### config.mk
export PLATFORM = sky130hd
export DESIGN_NAME = calc3_loader
export DESIGN_NICKNAME = d
export VERILOG_FILES = /design/src/rtl/calc3_loader_pkg.sv /design/src/rtl/calc3_loader.sv
export SDC_FILE = /design/constraint.sdc
export NUM_CORES = 1
export LEC_CHECK = 0
export CORE_MARGIN = 2
export CORE_UTILIZATION = 40
export DETAILED_ROUTE_END_ITERATION = 8
export GPL_TIMING_DRIVEN = 1
export MAX_ROUTING_LAYER = met4
export PLACE_DENSITY = 0.73
export SLEW_MARGIN = 0
export SYNTH_ARGS = -nofsm -noshare
export SYNTH_HDL_FRONTEND = slang
export SYNTH_SLANG_ARGS = --single-unit
### constraint.sdc
create_clock -name clk -period 1.4 [get_ports clk]
set_input_delay 0.28 -clock clk [delete_from_list [all_inputs] [get_ports clk]]
set_output_delay 0.28 -clock clk [all_outputs]
set_load 0.005 [all_outputs]
### src/rtl/calc3_loader_pkg.sv
// calc3_loader_pkg: state encoding, operand count and default widths shared by calc3_loader
package calc3_loader_pkg;
    localparam logic [1:0] ST_LOAD = 2'd0;
    localparam logic [1:0] ST_EVAL = 2'd1;
    localparam logic [1:0] ST_HOLD = 2'd2;
    localparam int N_OPS = 6;
    localparam int W_IN_DEF = 6;
    localparam int W_OUT_DEF = 10;
endpackage

### src/rtl/calc3_loader.sv
// calc3_loader: collects six operand beats for calculate3, then captures and holds its result
module calc3_loader
    import calc3_loader_pkg::*;
#(
    parameter int W_IN = W_IN_DEF,
    parameter int W_OUT = W_OUT_DEF
) (
    input  logic             clk,
    input  logic             rst_n,
    input  logic             in_valid,
    output logic             in_ready,
    input  logic [W_IN-1:0]  in_data,
    input  logic [1:0]       in_mode,
    output logic [W_IN-1:0]  n0,
    output logic [W_IN-1:0]  n1,
    output logic [W_IN-1:0]  n2,
    output logic [W_IN-1:0]  n3,
    output logic [W_IN-1:0]  n4,
    output logic [W_IN-1:0]  n5,
    output logic [1:0]       mode,
    input  logic [W_OUT-1:0] calc_result,
    output logic             res_valid,
    input  logic             res_ready,
    output logic [W_OUT-1:0] res_data
);
    logic [1:0]      state;
    logic [2:0]      cnt;
    logic [W_IN-1:0] n_q [N_OPS];
    logic            last;
    assign last      = cnt == 3'(N_OPS - 1);
    assign in_ready  = state == ST_LOAD;
    assign res_valid = state == ST_HOLD;
    assign n0 = n_q[0];
    assign n1 = n_q[1];
    assign n2 = n_q[2];
    assign n3 = n_q[3];
    assign n4 = n_q[4];
    assign n5 = n_q[5];
    always_ff @(posedge clk or negedge rst_n) begin
        if (!rst_n) begin
            state    <= ST_LOAD;
            cnt      <= '0;
            mode     <= '0;
            res_data <= '0;
            for (int i = 0; i < N_OPS; i++) n_q[i] <= '0;
        end else begin
            case (state)
                ST_LOAD: if (in_valid) begin
                    n_q[cnt] <= in_data;
                    if (cnt == '0) mode <= in_mode;
                    cnt <= last ? '0 : cnt + 3'd1;
                    if (last) state <= ST_EVAL;
                end
                // calculate3 is combinational on the N registers, so its output is settled here
                ST_EVAL: begin
                    res_data <= calc_result;
                    state    <= ST_HOLD;
                end
                ST_HOLD: if (res_ready) state <= ST_LOAD;
                default: state <= ST_LOAD;
            endcase
        end
    end
endmodule

# Word-level counts from Yosys, hierarchy flattened
# Cells that the tools add are included.
# totals
register_bits,53
out_inout_bits,50
# op_classes
addsub,1
order_cmp,2
eq_ne,6
n_mux,8
bitwise,1
n_reduce_logical,6
# ops
op,count
36-bit bitwise mux,1
6-bit demux with 3-bit select,1
2-bit 2-to-1 mux,3
6-bit 2-to-1 mux,1
2-bit case mux with 3 select lines,1
3-bit AND reduction,2
4-bit >= comparator (second input constant),1
4-bit by 1-bit less-than comparator with 1-bit output (second input constant),1
2-bit by 1-bit inequality test with 1-bit output (second input constant),2
3-bit inverter with 4-bit output,1
3-bit by 1-bit adder with 3-bit output (second input constant),1
3-bit == test (second input constant),1
3-bit logical NOT,1
3-bit 2-to-1 mux,1
2-bit by 1-bit == test with 1-bit output (second input constant),1
2-bit == test (second input constant),1
2-bit logical NOT,1
2-bit inequality test (second input constant),1
2-bit AND reduction,1
1-bit logical AND,1

# Longest topological paths before layout
# depth
word_depth,6
ltp_mapped,4

# Worst setup path after synthesis
# No wires, ideal clock.
# synth_path
path_kind,register to register
from,register state[1]
to,"register n_q, in the netlist n4[0]"
t_arrival_ns,1.324
required_ns,1.275
path_slack_ns,-0.049
path_stages_with_launch,5
period_less_slack_ns,1.449
cell_sequence,dfrtp_1 -> clkbuf_2 -> nor3_1 -> nand3_1 -> mux2_2
# synth_between
elab_chain_len,2
# synth_rtl
item,line,text
from (decl),calc3_loader.sv:26,logic [1:0] state;
from (signal assigned),calc3_loader.sv:41,state <= ST_LOAD;
from (signal assigned),calc3_loader.sv:52,if (last) state <= ST_EVAL;
from (signal assigned),calc3_loader.sv:57,state <= ST_HOLD;
2-bit logical NOT,calc3_loader.sv:47,case (state)
2-bit AND reduction (no source line),-,
"to (signal, indexed assignment)",calc3_loader.sv:49,n_q[cnt] <= in_data;
to (decl),calc3_loader.sv:28,logic [W_IN-1:0] n_q [N_OPS];
# Every way passes these cells.
# A chain may end at the register's enable or synchronous reset.

# Worst setup path after layout
# layout_path
from,register state[0]
to,"register n_q, in the netlist n3[1]"
# Same word-level chain as after synthesis.

==> impl_metrics.tcl <==
set metrics [dict create \
    drtIter0Drc 65 \
    h-tree-depth 2 \
    track_usage 0.191 \
    num_vias 1393 \
    num_antenna_cells 0 \
    die_h_um 75.7 \
    cts_buffers 5 \
    worstPathRequired_ps 1590 \
    rsz0062_at_grt "true" \
    drv_slew 0 \
    slew_headroom 0.789 \
    ys_ff_latch 53 \
    wl_per_cell_um 16.9 \
    sw_frac_of_total 0.304 \
    fin_util 0.608 \
    cp_cell_sequence "buf_6 -> nor4b_4 -> nand3_4 -> mux2_4" \
    yosysUniqueCellTypes 21 \
    grt_pass1_wl_um 7690 \
    power_w 0.00620 \
    grt_pass1_vias 1515 \
    synthesis.nets 150 \
    path_buf_inv 1 \
    via_per_inst 4.80 \
    fin_area_um2 3060 \
    cellLeakagePower_nw 1.45 \
    synth_area_um2 2060 \
    antenna_found_initial 0 \
    final_cell_mix "52 x dfrtp_1, 48 x dlygate4sd2_1, 47 x mux2_2" \
    routed_wl_um 4900 \
    finalHoldViolCount 0 \
    grt_max_degree 54 \
    p_per_area_nw_per_um2 2020 \
    yosys_warnings 0 \
    tritoncts "built" \
    fp.dieW_um 75.7 \
    post_dp_cell_area_um2 2950 \
    setup.worst_path.start "state[0]$_DFFE_PN0P_" \
    critical_path.max_fanout 7 \
    nets 242 \
    hpwl_um 3350 \
    syn_avg_cell_area_um2 16.1 \
    fin_ws_ps -189 \
    cap_violations 0 \
    layout_commonest_cell "dfrtp_1" \
    path_clk_slew_ps 100 \
    dr.pass1.iters 4 \
    cpPeakStageDelay_ps 430 \
    rr_startpoint "state[0]$_DFFE_PN0P_" \
    routabilityCongestion 0.744 \
    synth_area_leaders "dfrtp_1 64%, mux2_2 26%, nor4b_4 1.2%, nor4_4 1.0%, nand3_2 0.97%" \
    pin_count 72 \
    pwr-share-comb 0.436 \
    status "complete, but fails checks" \
    grt_overflow 0 \
    die_area_um2 5740 \
    power_frac_clock 0.130 \
    sequentialPowerShare 0.434 \
    pre_cts_ws_ps -278 \
    cp_data_arrival_time_ps 1770 \
    setup_viol 40 \
    drc 0 \
    insertion_delay_ps 310 \
    hold_path.class "input port to async pin" \
    crit_family "simple AND/OR/NAND/NOR gates" \
    finalWorstPathRequiredPeriod_ps 1590 \
    fin_worst_skew_ps 13.9 \
    cts_buffer_depth 2 \
    area_growth_pct 48.9 \
    drive_gt1_frac 0.386 \
    vdd_ir_drop_max_uv 1120 \
    worst_path_max_delay_cell "dfrtp_2" \
    critPathKind "register to register" \
    post-route-period-util 1.13 \
    numPortBuffers 71 \
    ctsRootBufferMaster "clkbuf_8" \
    antenna_left 0 \
    yosysTopAreaCell "dfrtp_1" \
    cts.sinks 53 \
    tightest_slew_ps 315 \
    critPathCaptureType "register" \
    internal_power_w 0.00432 \
    start_util 0.408 \
    hold_ws_ps 489 \
    synth-seq-area-share 0.644 \
    maxClockFrequency_mhz 630 \
    synth_top_cell_area_share 0.644 \
    p_switching_w 0.00188 \
    violations "negative setup slack" \
    syn-instance-count 128 \
    coreArea_um2 5040 \
    start_kind "register" \
    rows 26 \
]
[metal layers]
layer | wire [um] | part of all wire | global-route usage
met1 | 2130 | 0.43 | 0.256
met2 | 2470 | 0.50 | 0.293
met3 | 267 | 0.055 | 0.0542
met4 | 34 | 0.0069 | 0.0390
met5 | 0 | 0 | -
[per-stage QoR]
step / std cells / setup TNS (ps)
floorplan: 128 / -14.4
global placement: 276 / -8110
detailed placement: 276 / -8820
CTS: 288 / -4790
global route: 290 / -7160
finish: 290 / -5160
[state kept, by name, summed over array words and instances (netlist names), 3 cells and up]
name / count
n3: 6
n1: 6
n2: 6
res_data: 10
n0: 6
n4: 6
n5: 6
cnt: 3
[worst register-to-register path: cells and delay by family (launching register included)]
| kind | cells | cell delay [ps] |
|---|---|---|
| flops | 1 | 430 |
| simple gates | 2 | 560 |
| buf+inv | 1 | 140 |
| mux | 1 | 340 |
[cell type report]
class | count | area [um^2]
fill | 398 | 1980
sequential | 53 | 1330
tap | 70 | 87.6
clock buffer | 6 | 72.6
multi-input combinational | 69 | 747
inverter | 2 | 7.51
clock inverter | 1 | 5.00
timing repair buffer | 89 | 817
[power groups by stage]
stage	Combinational, W	Sequential (W)	Clock, W
2_1_floorplan	0.00110	0.00275	0
3_5_place_dp	0.00306	0.00274	0
6_report	0.00270	0.00269	0.000803
3_3_place_gp	0.00298	0.00271	0
4_1_cts	0.00270	0.00270	0.000828
5_1_grt	0.00293	0.00280	0.000892
[cell usage after synthesis]
library cell / n
or2b_1: 1
clkbuf_1: 1
clkbuf_2: 2
o21ai_0: 1
dfrtp_1: 53
mux2_2: 48
nand2b_1: 1
nor3_1: 1
nor2_1: 1
o31ai_1: 2
nand3_2: 2
buf_2: 1
nand3_1: 1
nand2_2: 1
xnor2_1: 1
nor4b_4: 1
inv_1: 2
nand2_1: 5
nor2b_1: 1
nand4_2: 1
nor4_4: 1
[final timing paths]
path,cells past startpoint,slack [ps],to
worst max-delay path,4,-190,n3[1]$_DFFE_PN0P_
worst min-delay path,3,490,mode[0]$_DFFE_PN0P_
worst max register to register,4,-190,n3[1]$_DFFE_PN0P_
worst min register to register,1,500,n2[2]$_DFFE_PN0P_
max in group asynchronous,3,670,n1[4]$_DFFE_PN0P_
min in group clk,1,500,n2[2]$_DFFE_PN0P_
[repair_timing]
item | in CTS | in global routing
buffers inserted | 4 | 2
pin swaps | 5 | 2
hold buffers | 1 | 0
gates resized for setup | 63 | 6
endpoints found under the hold margin | 53 | 0
endpoints found under the setup margin | 98 | 40
[kinds of logic after synthesis]
| kind of cell | synth area share |
|---|---|
| multiplexers | 0.263 |
| buffers and inverters | 0.0128 |
| AO/OA/AOI/OAI | 0.00972 |
| AND/OR/NAND/NOR | 0.0663 |
| XOR/XNOR | 0.00426 |
| flip-flops | 0.644 |
Note: power is estimated with default switching activity, not from simulation.
